File: config.mk
export PLATFORM = sky130hd
export DESIGN_NAME = gigatron_uart_scheduler
export DESIGN_NICKNAME = d
export VERILOG_FILES = /design/src/rtl/gigatron_uart_scheduler.sv
export SDC_FILE = /design/constraint.sdc
export NUM_CORES = 1
export LEC_CHECK = 0
export CAP_MARGIN = 20
export CORE_ASPECT_RATIO = 1.75
export CORE_MARGIN = 1.5
export CORE_UTILIZATION = 40
export CTS_BUF_LIST = sky130_fd_sc_hd__clkbuf_8
export CTS_CLUSTER_DIAMETER = 120
export DETAILED_ROUTE_END_ITERATION = 8
export DONT_BUFFER_PORTS = 1
export PLACE_DENSITY = 0.53
export SLEW_MARGIN = 15
export SYNTH_ARGS = -nofsm -noshare
export SYNTH_HDL_FRONTEND = slang
export SYNTH_SLANG_ARGS = --single-unit
File: constraint.sdc
create_clock -name CLOCK_50 -period 5.1 [get_ports CLOCK_50]
set_input_delay 1.02 -clock CLOCK_50 [delete_from_list [all_inputs] [get_ports CLOCK_50]]
set_output_delay 1.02 -clock CLOCK_50 [all_outputs]
set_load 0.05 [all_outputs]
File: src/rtl/gigatron_uart_scheduler.sv
// gigatron_uart_scheduler
// Shares one UART transmitter between the vsync-decoded byte stream (buffered
// in a small FIFO) and a debug/host requester. Grants alternate round-robin
// when both sources are pending. The UART start/busy handshake is sequenced
// by a three-state FSM, and a busy acknowledge that never arrives times out.
module gigatron_uart_scheduler #(
  parameter int FIFO_AW = 4,   // FIFO address width, depth = 2**FIFO_AW
  parameter int TIMEOUT = 15   // WAIT_BUSY cycles before giving up, 1..15
) (
  input  logic               CLOCK_50,
  input  logic               reset_n,
  input  logic [7:0]         dec_data,
  input  logic               dec_ready,
  input  logic               dbg_req,
  input  logic [7:0]         dbg_data,
  output logic               dbg_ack,
  input  logic               uart_busy,
  output logic [7:0]         uart_data,
  output logic               uart_start,
  output logic [FIFO_AW:0]   fifo_count,
  output logic               overflow
);

  localparam int                DEPTH       = 1 << FIFO_AW;
  localparam logic [FIFO_AW:0]  FULL_COUNT  = {1'b1, {FIFO_AW{1'b0}}};
  localparam logic [3:0]        TIMEOUT_CNT = TIMEOUT[3:0];

  typedef enum logic [1:0] {
    S_IDLE,
    S_WAIT_BUSY,
    S_WAIT_DONE
  } state_t;

  typedef enum logic {
    GRANT_FIFO,
    GRANT_DBG
  } grant_t;

  // FIFO storage and pointers
  logic [7:0]         mem [DEPTH];
  logic [FIFO_AW-1:0] wr_ptr;
  logic [FIFO_AW-1:0] rd_ptr;

  // Decoder edge detect
  logic dec_ready_d;
  logic push;
  logic push_ok;

  // Scheduler state
  state_t     state_q, state_d;
  grant_t     last_grant_q, last_grant_d;
  logic [3:0] timer_q, timer_d;
  logic       grant;
  logic       grant_dbg;
  logic       pop;
  logic       fifo_pending;

  // A new byte is one rising edge of the decoder's valid level.
  assign push         = dec_ready & ~dec_ready_d;
  assign fifo_pending = (fifo_count != '0);
  // A full FIFO still accepts a byte when the head leaves in the same cycle.
  assign push_ok      = push & ((fifo_count != FULL_COUNT) | pop);

  // Next-state, arbitration and timeout decisions for the UART handshake.
  // NOTE: every signal written here gets a default first so no path leaves
  // it unassigned, which would otherwise infer a latch.
  always_comb begin
    state_d      = state_q;
    last_grant_d = last_grant_q;
    timer_d      = timer_q;
    grant        = 1'b0;
    grant_dbg    = 1'b0;
    pop          = 1'b0;
    case (state_q)
      S_IDLE: begin
        if (!uart_busy && (fifo_pending || dbg_req)) begin
          grant = 1'b1;
          // Debug wins when it is alone, or when both wait and FIFO went last.
          grant_dbg    = dbg_req && (!fifo_pending || (last_grant_q == GRANT_FIFO));
          pop          = !grant_dbg;
          last_grant_d = grant_dbg ? GRANT_DBG : GRANT_FIFO;
          timer_d      = '0;
          state_d      = S_WAIT_BUSY;
        end
      end
      S_WAIT_BUSY: begin
        if (uart_busy) begin
          state_d = S_WAIT_DONE;
        end else begin
          timer_d = timer_q + 4'd1;
          // The byte is considered sent; it is never retried.
          if (timer_d == TIMEOUT_CNT) state_d = S_IDLE;
        end
      end
      S_WAIT_DONE: begin
        if (!uart_busy) state_d = S_IDLE;
      end
      default: state_d = S_IDLE;
    endcase
  end

  // FSM state, arbitration history and timeout counter.
  // NOTE: sequential state uses non-blocking assignments so every register
  // samples pre-edge values regardless of block evaluation order.
  always_ff @(posedge CLOCK_50) begin
    if (!reset_n) begin
      state_q      <= S_IDLE;
      last_grant_q <= GRANT_DBG;
      timer_q      <= '0;
    end else begin
      state_q      <= state_d;
      last_grant_q <= last_grant_d;
      timer_q      <= timer_d;
    end
  end

  // FIFO storage write.
  // NOTE: the byte array has no reset; resetting the pointers and count
  // already makes old contents unreachable, and a reset-free array maps to RAM.
  always_ff @(posedge CLOCK_50) begin
    if (push_ok) mem[wr_ptr] <= dec_data;
  end

  // FIFO pointers, occupancy, edge-detect history and sticky overflow.
  always_ff @(posedge CLOCK_50) begin
    if (!reset_n) begin
      wr_ptr      <= '0;
      rd_ptr      <= '0;
      fifo_count  <= '0;
      overflow    <= 1'b0;
      // Starting high keeps a level already present at reset release silent.
      dec_ready_d <= 1'b1;
    end else begin
      dec_ready_d <= dec_ready;
      if (push_ok) wr_ptr <= wr_ptr + 1'b1;
      if (pop)     rd_ptr <= rd_ptr + 1'b1;
      case ({push_ok, pop})
        2'b10:   fifo_count <= fifo_count + 1'b1;
        2'b01:   fifo_count <= fifo_count - 1'b1;
        default: fifo_count <= fifo_count;
      endcase
      if (push && !push_ok) overflow <= 1'b1;
    end
  end

  // Registered UART/debug outputs; uart_data only moves on a grant.
  always_ff @(posedge CLOCK_50) begin
    if (!reset_n) begin
      uart_data  <= '0;
      uart_start <= 1'b0;
      dbg_ack    <= 1'b0;
    end else begin
      uart_start <= grant;
      dbg_ack    <= grant & grant_dbg;
      if (grant) uart_data <= grant_dbg ? dbg_data : mem[rd_ptr];
    end
  end

endmodule
; ---- After elaboration in Yosys (flattened, before gate mapping)
; Memories as Yosys holds them, arrays and structs flattened. A register that Yosys moved wholly into a read port is not among the register bits.
; Cells that the tools add are included.
[classes]
add_sub_neg = 5
mul = 0
n_div = 0
order_cmp = 0
n_eq_ne = 10
shifts = 0
n_mux = 21
n_bitwise = 6
reduce_logical = 16
[op_table]
columns = cell, count
row1 = $mux 4, 4
row2 = $add 4x1->4 const B, 3
row3 = $pmux 5 s2, 1
row4 = $mux 1, 9
row5 = $mux 2, 4
row6 = $mux 8, 1
row7 = $pmux 4 s2, 1
row8 = $ne 2x2->1 const B, 3
row9 = $pmux 2 s3, 1
row10 = $reduce_and 3->1, 2
row11 = $add 5x1->5 const B, 1
row12 = $ne 5x5->1 const B, 1
row13 = $reduce_bool 5->1, 1
row14 = $sub 5x1->5 const B, 1
row15 = $eq 2x1->1 const B, 2
row16 = $eq 2x2->1 const B, 2
row17 = $eq 4x4->1 const B, 1
row18 = $logic_not 1->1, 4
row19 = $reduce_bool 2->1, 2
row20 = $and 1x1->1, 3
row21 = $logic_and 1x1->1, 3
row22 = $ne 3x3->1 const B, 1
row23 = $logic_not 2->1, 1
row24 = $logic_or 1x1->1, 2
row25 = 3 further kinds, 4
[word_totals]
ff_bits = 32
latch_bits = 0
mem_bits_rw = 128
rom_bits = 0
elab_cells = 70
memories = 1
[memory_table]
columns = memory, words, word_bits, read_ports, rd_ports_with_merged_regs, wr, line
row1 = mem, 16, 8, 1, 1, 1, 40  ; logic [7:0] mem [DEPTH];

; ---- Logic depth before layout (Yosys ltp)
; Gate-level depths: netlist of run 1.
[depth]
ltp_word = 11
mapped_depth = 8
ltp_nobuf = 7

; ---- Worst setup path before layout of run 1
; OpenSTA, ideal clock, no wires.
[synth_timing]
path_type = input to register
from = in uart_busy
to = mem mem[3][0] (enable)
setup_ps = 383
arrival_ps = 2581
required_ps = 4717
setup_slack_ps = 2136
path_stages = 4
cell_sequence = or3_4 -> o211ai_1 -> nand3_1 -> nor3_1
[synth_between]
elab_chain_cells = 8
[synth_rtl]
columns = item, line
row1 = "start, declared", 17  ; input logic uart_busy,
row2 = $logic_not 1->1, n/a
row3 = $logic_and 1x1->1, 76  ; if (!uart_busy && (fifo_pending || dbg_req)) begin
row4 = $mux 1, 76
row5 = $mux 1, 74  ; case (state_q)
row6 = $or 1x1->1, 62  ; assign push_ok = push & ((fifo_count != FULL_COUNT) | pop);
row7 = $and 1x1->1, 62
row8 = $mux 1, 121  ; if (push_ok) mem[wr_ptr] <= dec_data;
row9 = $mux 1 (not written as such), 121
row10 = "end, declared", 40
; No other way between the ends.

; ---- Worst setup path in the final report of run 1
[layout_timing]
from = reg fifo_count[4]
to = reg fifo_count[4]
[layout_between]
elab_chain_cells = 11
elab_cells_between_ends = 18
cone_classes = 2 x add/sub / 3 x eq/ne / 3 x mux / 2 x bitwise / 8 x reduce/logical
[layout_rtl]
columns = item, line
row1 = "start, declared", 20  ; output logic [FIFO_AW:0] fifo_count,
row2 = "start signal, assigned", 138  ; 2'b10: fifo_count <= fifo_count + 1'b1;
row3 = "start signal, assigned", 139  ; 2'b01: fifo_count <= fifo_count - 1'b1;
row4 = "start signal, assigned", 140  ; default: fifo_count <= fifo_count;
row5 = $reduce_bool 5->1, 60  ; assign fifo_pending = (fifo_count != '0);
row6 = $logic_not 1->1, 79  ; grant_dbg = dbg_req && (!fifo_pending || (last_grant_q == GRANT_FIFO));
row7 = $logic_or 1x1->1, 79
row8 = $logic_and 1x1->1, 79
row9 = $logic_not 1->1, 80  ; pop = !grant_dbg;
row10 = $mux 1, 76
row11 = $mux 1, 74
row12 = $or 1x1->1, 62
row13 = $and 1x1->1, 62
row14 = $eq 2x1->1 or $eq 2x2->1 (tied branches), 137  ; case ({push_ok, pop})
row15 = $pmux 5 s2 or $reduce_bool 2->1 (tied branches), n/a
; Parallel ways exist; a longest one is shown, timed or not.
; A chain may end at the register's enable or synchronous reset.

==> results.yml, run 1 <==
route:
  totalWireLength_microns: 12820
  wl_met1_microns: 4594
  drt_iter0_drc: 286
  highest_layer: "met4"
  wl_per_cell_microns: 19.96
  ant_nets: 0
  avgViaCountPerCell: 5.308
  via_count: 3408
  drc: 0
  met3_length_microns: 709
  drtPass1Iterations: 5
  met2_wirelength_microns: 6998
setup_path:
  r2r_end: "fifo_count[4]"
  crit_end: "fifo_count[4]"
  regToRegSetupSlack_ns: 2.10
  required_ns: 5.45
  r2r-start: "fifo_count[4]"
  reg2reg_depth: 7
  crit_path_end_kind: "flip-flop"
  arrival_ns: 3.35
  critPathMaxFanout: 11
  startpoint_type: "flip-flop"
  crit_path_start: "fifo_count[4]"
  setup.worst_path.class: "reg -> reg"
die:
  dieArea_sq_mm: 0.01785
  fp.dieH_microns: 175.6
  ios: 37
  die_width_microns: 101.6
  initial_core_util: 0.4056
  core-area_sq_mm: 0.01679
  rows: 63
synthesis:
  syn-instance-count: 404
  ys_seq_area_frac: 0.6702
  syn_avg_cell_area_sq_um: 16.86
  synth-edff-count: 128
  synth_area_sq_mm: 0.006810
  synth-main-ff-cell: "edfxtp_1"
  yosys.cell_types.count: 51
  synth_warnings: 0
  ys_ff_latch: 164
  syn_nets: 436
  async_flop_share: 0
placement:
  hpwl_microns: 9116
  io_buffer_count: 0
  gp_congestion: 0.8004
timing:
  post-route-period-util: 0.5881
  rsz0062_at_grt: "false"
  tightest_slew_ns: 1.014
  skew_ns: 0.01032
  slew_headroom: 0.3185
  fmax_ghz: 0.3334
  setup-violations-final: 0
  final_max_slew_viol_count: 0
  hold_viol: 0
  period_needed_ns: 2.999
  tns_ns: 0
clocking:
  cts_root_buf: "clkbuf_8"
  cts_buffer_depth: 2
  cts_tree: "yes"
  clk_pin_slew_ns: 0.09
  h-tree-depth: 4
  clkSinkCount: 164
  cts_setup_buffers: 0
  numCtsBuffers: 17
  clock_latency_ns: 0.44
  ctsResizeCount: 0
  postCtsHoldBufs: 0
layout:
  utilization: 0.4430
  syn2layout_area_growth_pct: 9.223
  nNetsFinal: 434
  drive_above_1_share: 0.2361
  diodes: 0
global_routing:
  track_usage: 0.1582
  overflow: 0
  grt_pass1_wl_microns: 20270
  grt_pass1_vias: 3644
  grt_max_degree: 33
  antenna_found_initial: 0
worst_hold_path:
  hp-class: "reg -> reg"
power:
  leakage_uw: 0.002309
  ir_drop_uv: 172.4
  powerDensity_mw_per_mm2: 419.5
run_status:
  status: "completed"
flow_run:
  maxCapViolCount: 0
[cell families after synthesis]
group	share of synthesized area
AO/OA/AOI/OAI	0.07423
flip-flops	0.6702
XOR/XNOR	0.006431
buffers and inverters	0.01984
multiplexers	0.1413
AND/OR/NAND/NOR	0.06669
adder cells (fa/ha/maj)	0.02131
[critical path, cell delays in order, from the launching register on]
cell and delay [ns]:
dfxtp_1 0.94, inv_1 0.29, a2111oi_4 0.61, ha_1 0.38, a21o_1 0.21, a211oi_1 0.25, mux2i_1 0.11, o311ai_1 0.11
[cell type report]
| type | count | area [sq um] |
|---|---|---|
| Tap cell | 227 | 284.0 |
| Sequential cell | 164 | 4566 |
| Clock inverter | 15 | 191.4 |
| Fill cell | 1463 | 9351 |
| Clock buffer | 17 | 234.0 |
| Multi-Input combinational cell | 210 | 2121 |
| Timing Repair Buffer | 3 | 20.02 |
| Inverter | 6 | 22.52 |
[registers in the layout, summed over array words and instances (netlist names), named ones only]
register and cells:
dbg_ack 1, dec_ready_d 1, fifo_count 5, last_grant_q 1, mem 128, overflow 1
rd_ptr 4, state_q 2, timer_q 4, uart_data 8, uart_start 1, wr_ptr 4
[worst min-delay path by stage]
stage                     cells past startpoint        from  slack [ns]          to
final                                         1  timer_q[3]        0.49  timer_q[3]
after global routing                          1  timer_q[3]        0.53  timer_q[3]
after CTS                                     1  timer_q[3]        0.50  timer_q[3]
after detailed placement                      1  timer_q[3]        0.48  timer_q[3]
after global placement                        1  timer_q[3]        0.46  timer_q[3]
after floorplan                               1  timer_q[3]        0.45  timer_q[3]
[synth_stat cells, drive strengths merged, types with 3 or more instances]
library cell | count | share of area
o211ai | 3 | 0.0053
mux2 | 9 | 0.015
nor2 | 21 | 0.012
mux2i | 14 | 0.021
nand2b | 10 | 0.0092
mux4 | 32 | 0.11
xor2 | 3 | 0.0039
inv | 6 | 0.0033
nand2 | 14 | 0.0077
buf | 9 | 0.0083
a21oi | 12 | 0.0094
edfxtp | 128 | 0.56
o21ai | 8 | 0.0064
o221ai | 8 | 0.018
ha | 10 | 0.018
or3 | 4 | 0.0044
clkbuf | 15 | 0.0083
nand3 | 11 | 0.0081
and3 | 4 | 0.0037
a211oi | 4 | 0.0062
dfxtp | 36 | 0.11
a32oi | 8 | 0.010
nand4 | 8 | 0.0073
nor3 | 5 | 0.0053
[report_power, final]
group          internal (uW)  total [uW]  switching (uW)
Sequential              1500        1730             227
Combinational            167         410             243
Clock                    498         983             485
Total                   2170        3120             954
[per-layer routing]
layer	global-route usage	vias up
li1	-	1609
met1	0.1696	1683
met2	0.2758	95
met3	0.04576	21
met4	0.08333	0
met5	0	-
[metrics by stage]
stage               cells  total power, uW  setup WS (ns)  area, sq um  hold WS (ns)
CTS                   641             3166          2.074         7423        0.4962
finish                642             3120          2.101         7438        0.4942
global route          642             3267          1.847         7438        0.5286
detailed placement    609             2178          1.602         6998        0.4829
floorplan             404             2101          2.136         6810        0.4483
global placement      609             2172          1.628         6998        0.4649
[cell usage in the layout (no fill, tap or decap), types with 7 or more instances in the layout]
cell and count:
nand4_1 8, a32oi_1 8, mux2_2 9, nand2_1 14
ha_1 10, a21oi_1 11, clkbuf_8 17, o221ai_2 8
mux2i_1 14, nand3_1 11, nor2_1 21, edfxtp_1 128
o21ai_0 7, dfxtp_1 35, mux4_2 32, nand2b_1 10
(Power assumes the default switching activity.)
==> run 2, diff against run 1 <==
Settings changed: PLACE_DENSITY 0.53 to 0.55.
Clock period 5.1 ns to 2.58 ns, I/O delays scaled along.
==> run 2 against run 1 <==
Effect of this change: via count increased by 4.8%; largest power group unchanged; setup slack got worse by 1.8 ns; clock skew increased by 0.0028 ns; die area unchanged; routed wire length increased by 9.4%; critical endpoint unchanged.
==> results.yml, run 2 (synthesis gave the netlist of run 1 again) <==
global_routing:
  grt_max_degree: 33
  track_usage: 0.1677
  antenna_found_initial: 0
  grt_pass1_wl_microns: 21350
  grt_pass1_vias: 3820
  overflow: 0
power:
  combPwrFrac: 0.170
  ir_drop_uv: 352.3
  p_seq_frac: 0.553
  p_sw_frac: 0.3114
  switching_power_uw: 1860
  powerDensity_mw_per_mm2: 789.7
  pwr-share-clk: 0.278
  p_int_uw: 4112
  leakage_uw: 0.002405
setup_path:
  regToRegSetupSlack_ns: 0.27
  path_cells: "or3_4, a2111oi_4, buf_4, fa_1, a21o_1, a21oi_1, a211o_1, o311ai_1"
  worst_path_largest_cell_delay_ns: 0.45
  arrival_ns: 2.66
  critPathMaxFanout: 5
  setup.worst_path.class: "reg -> reg"
  reg2reg_depth: 8
  startpoint_type: "flip-flop"
  crit_path_end_kind: "flip-flop"
  critPathSlowestCell: "or3_4"
  required_ns: 2.93
timing:
  rsz0062_at_grt: "false"
  skew_ns: 0.01315
  hold_viol: 0
  setup-violations-final: 0
  fmax_ghz: 0.4321
  post-route-period-util: 0.8970
  slew_headroom: 0.5830
  final_max_slew_viol_count: 0
  tns_ns: 0
  tightest_slew_ns: 0.6217
  period_needed_ns: 2.314
layout:
  nNetsFinal: 460
  regMostFlops: "mem"
  layout_common_cells: "edfxtp_1 (128), dfxtp_1 (35), mux4_2 (32)"
  largest_reg_flops: 128
  syn2layout_area_growth_pct: 11.04
  largestRegisters: "mem x128, uart_data x8, fifo_count x5"
  fin_cells: 668
  drive_above_1_share: 0.2653
  diodes: 0
  mostFrequentLayoutCell: "edfxtp_1"
placement:
  place_inst: 636
  io_buffer_count: 0
  gp_congestion: 0.7780
  hpwl_microns: 9768
route:
  totalWireLength_microns: 14020
  wl_per_cell_microns: 20.99
  ant_nets: 0
  drc: 0
  drtPass1Iterations: 4
  drt_iter0_drc: 205
  via_count: 3572
  avgViaCountPerCell: 5.347
die:
  die_width_microns: 101.6
  core-area_sq_mm: 0.01679
  initial_core_util: 0.4056
  dieArea_sq_mm: 0.01785
  fp.dieH_microns: 175.6
  rows: 63
  ios: 37
clocking:
  clk_pin_slew_ns: 0.09
  clkSinkCount: 164
  ctsResizeCount: 0
  postCtsHoldBufs: 0
  cts_buffer_depth: 2
  cts_setup_buffers: 0
  h-tree-depth: 4
  numCtsBuffers: 17
  clock_latency_ns: 0.44
  cts_tree: "yes"
  cts_root_buf: "clkbuf_8"
worst_hold_path:
  holdPathStages: 1
  hp-class: "in -> reg"
run_status:
  status: "completed"
flow_run:
  maxCapViolCount: 0
## run 2: cell count changes in the layout (fill, tap and decap cells not counted), sizes merged
cell	delta
buf	+26
clkinvlp	+1
inv	-3
bufinv	-2
clkinv	+4
## run 2: cell type report
type,count,area (sq um)
Tap cell,227,284.0
Inverter,6,22.52
Fill cell,1472,9228
Timing Repair Buffer,29,230.2
Clock buffer,17,234.0
Multi-Input combinational cell,210,2111
Sequential cell,164,4566
Clock inverter,15,115.1
## run 2: path summary, 6_finish.rpt
kind	start	to
worst max-delay path	state_q[1]	fifo_count[4]
worst min-delay path	reset_n	last_grant_q
worst max register to register	state_q[1]	fifo_count[4]
worst min register to register	timer_q[3]	timer_q[3]
## run 2: critical path: cells and delay by family (launching register included)
kind	cells	cell delay [ns]
adders and majority gates	1	0.22
and+or+nand+nor	1	0.45
DFF	1	0.37
AOI/OAI and AO/OA	5	0.97
buffers and inverters	1	0.21
## run 2: routing by layer
| metal | global-route usage | share of wire | wire length [microns] | vias to the layer above |
|---|---|---|---|---|
| met5 | 0 | 0 | 0 | - |
| met4 | 0.07755 | 0.026 | 362 | 0 |
| met3 | 0.04815 | 0.048 | 670 | 19 |
| met2 | 0.3111 | 0.56 | 7864 | 84 |
| met1 | 0.1668 | 0.37 | 5122 | 1813 |
| li1 | - | - | - | 1656 |
## run 2: power groups by stage
stage,Clock [uW],Sequential (uW),Combinational [uW]
finish,1660,3300,1010
global route,1830,3320,1100
CTS,1720,3300,1030
detailed placement,0,3370,1020
global placement,0,3360,1010
floorplan,0,3400,758
## run 2: stage by stage
step | cell area [sq um] | hold slack (ns) | util | total power (uW) | setup WS, ns
finish | 7562 | 0.1336 | 0.4504 | 5972 | 0.2657
CTS | 7562 | 0.09591 | 0.4504 | 6055 | 0.2542
global placement | 7213 | 0.4687 | 0.4296 | 4375 | 0.2567
floorplan | 6810 | 0.4483 | - | 4153 | 0.0003280
detailed placement | 7213 | 0.4826 | 0.4296 | 4390 | 0.2005
global route | 7562 | 0.09269 | 0.4504 | 6247 | 0.1817
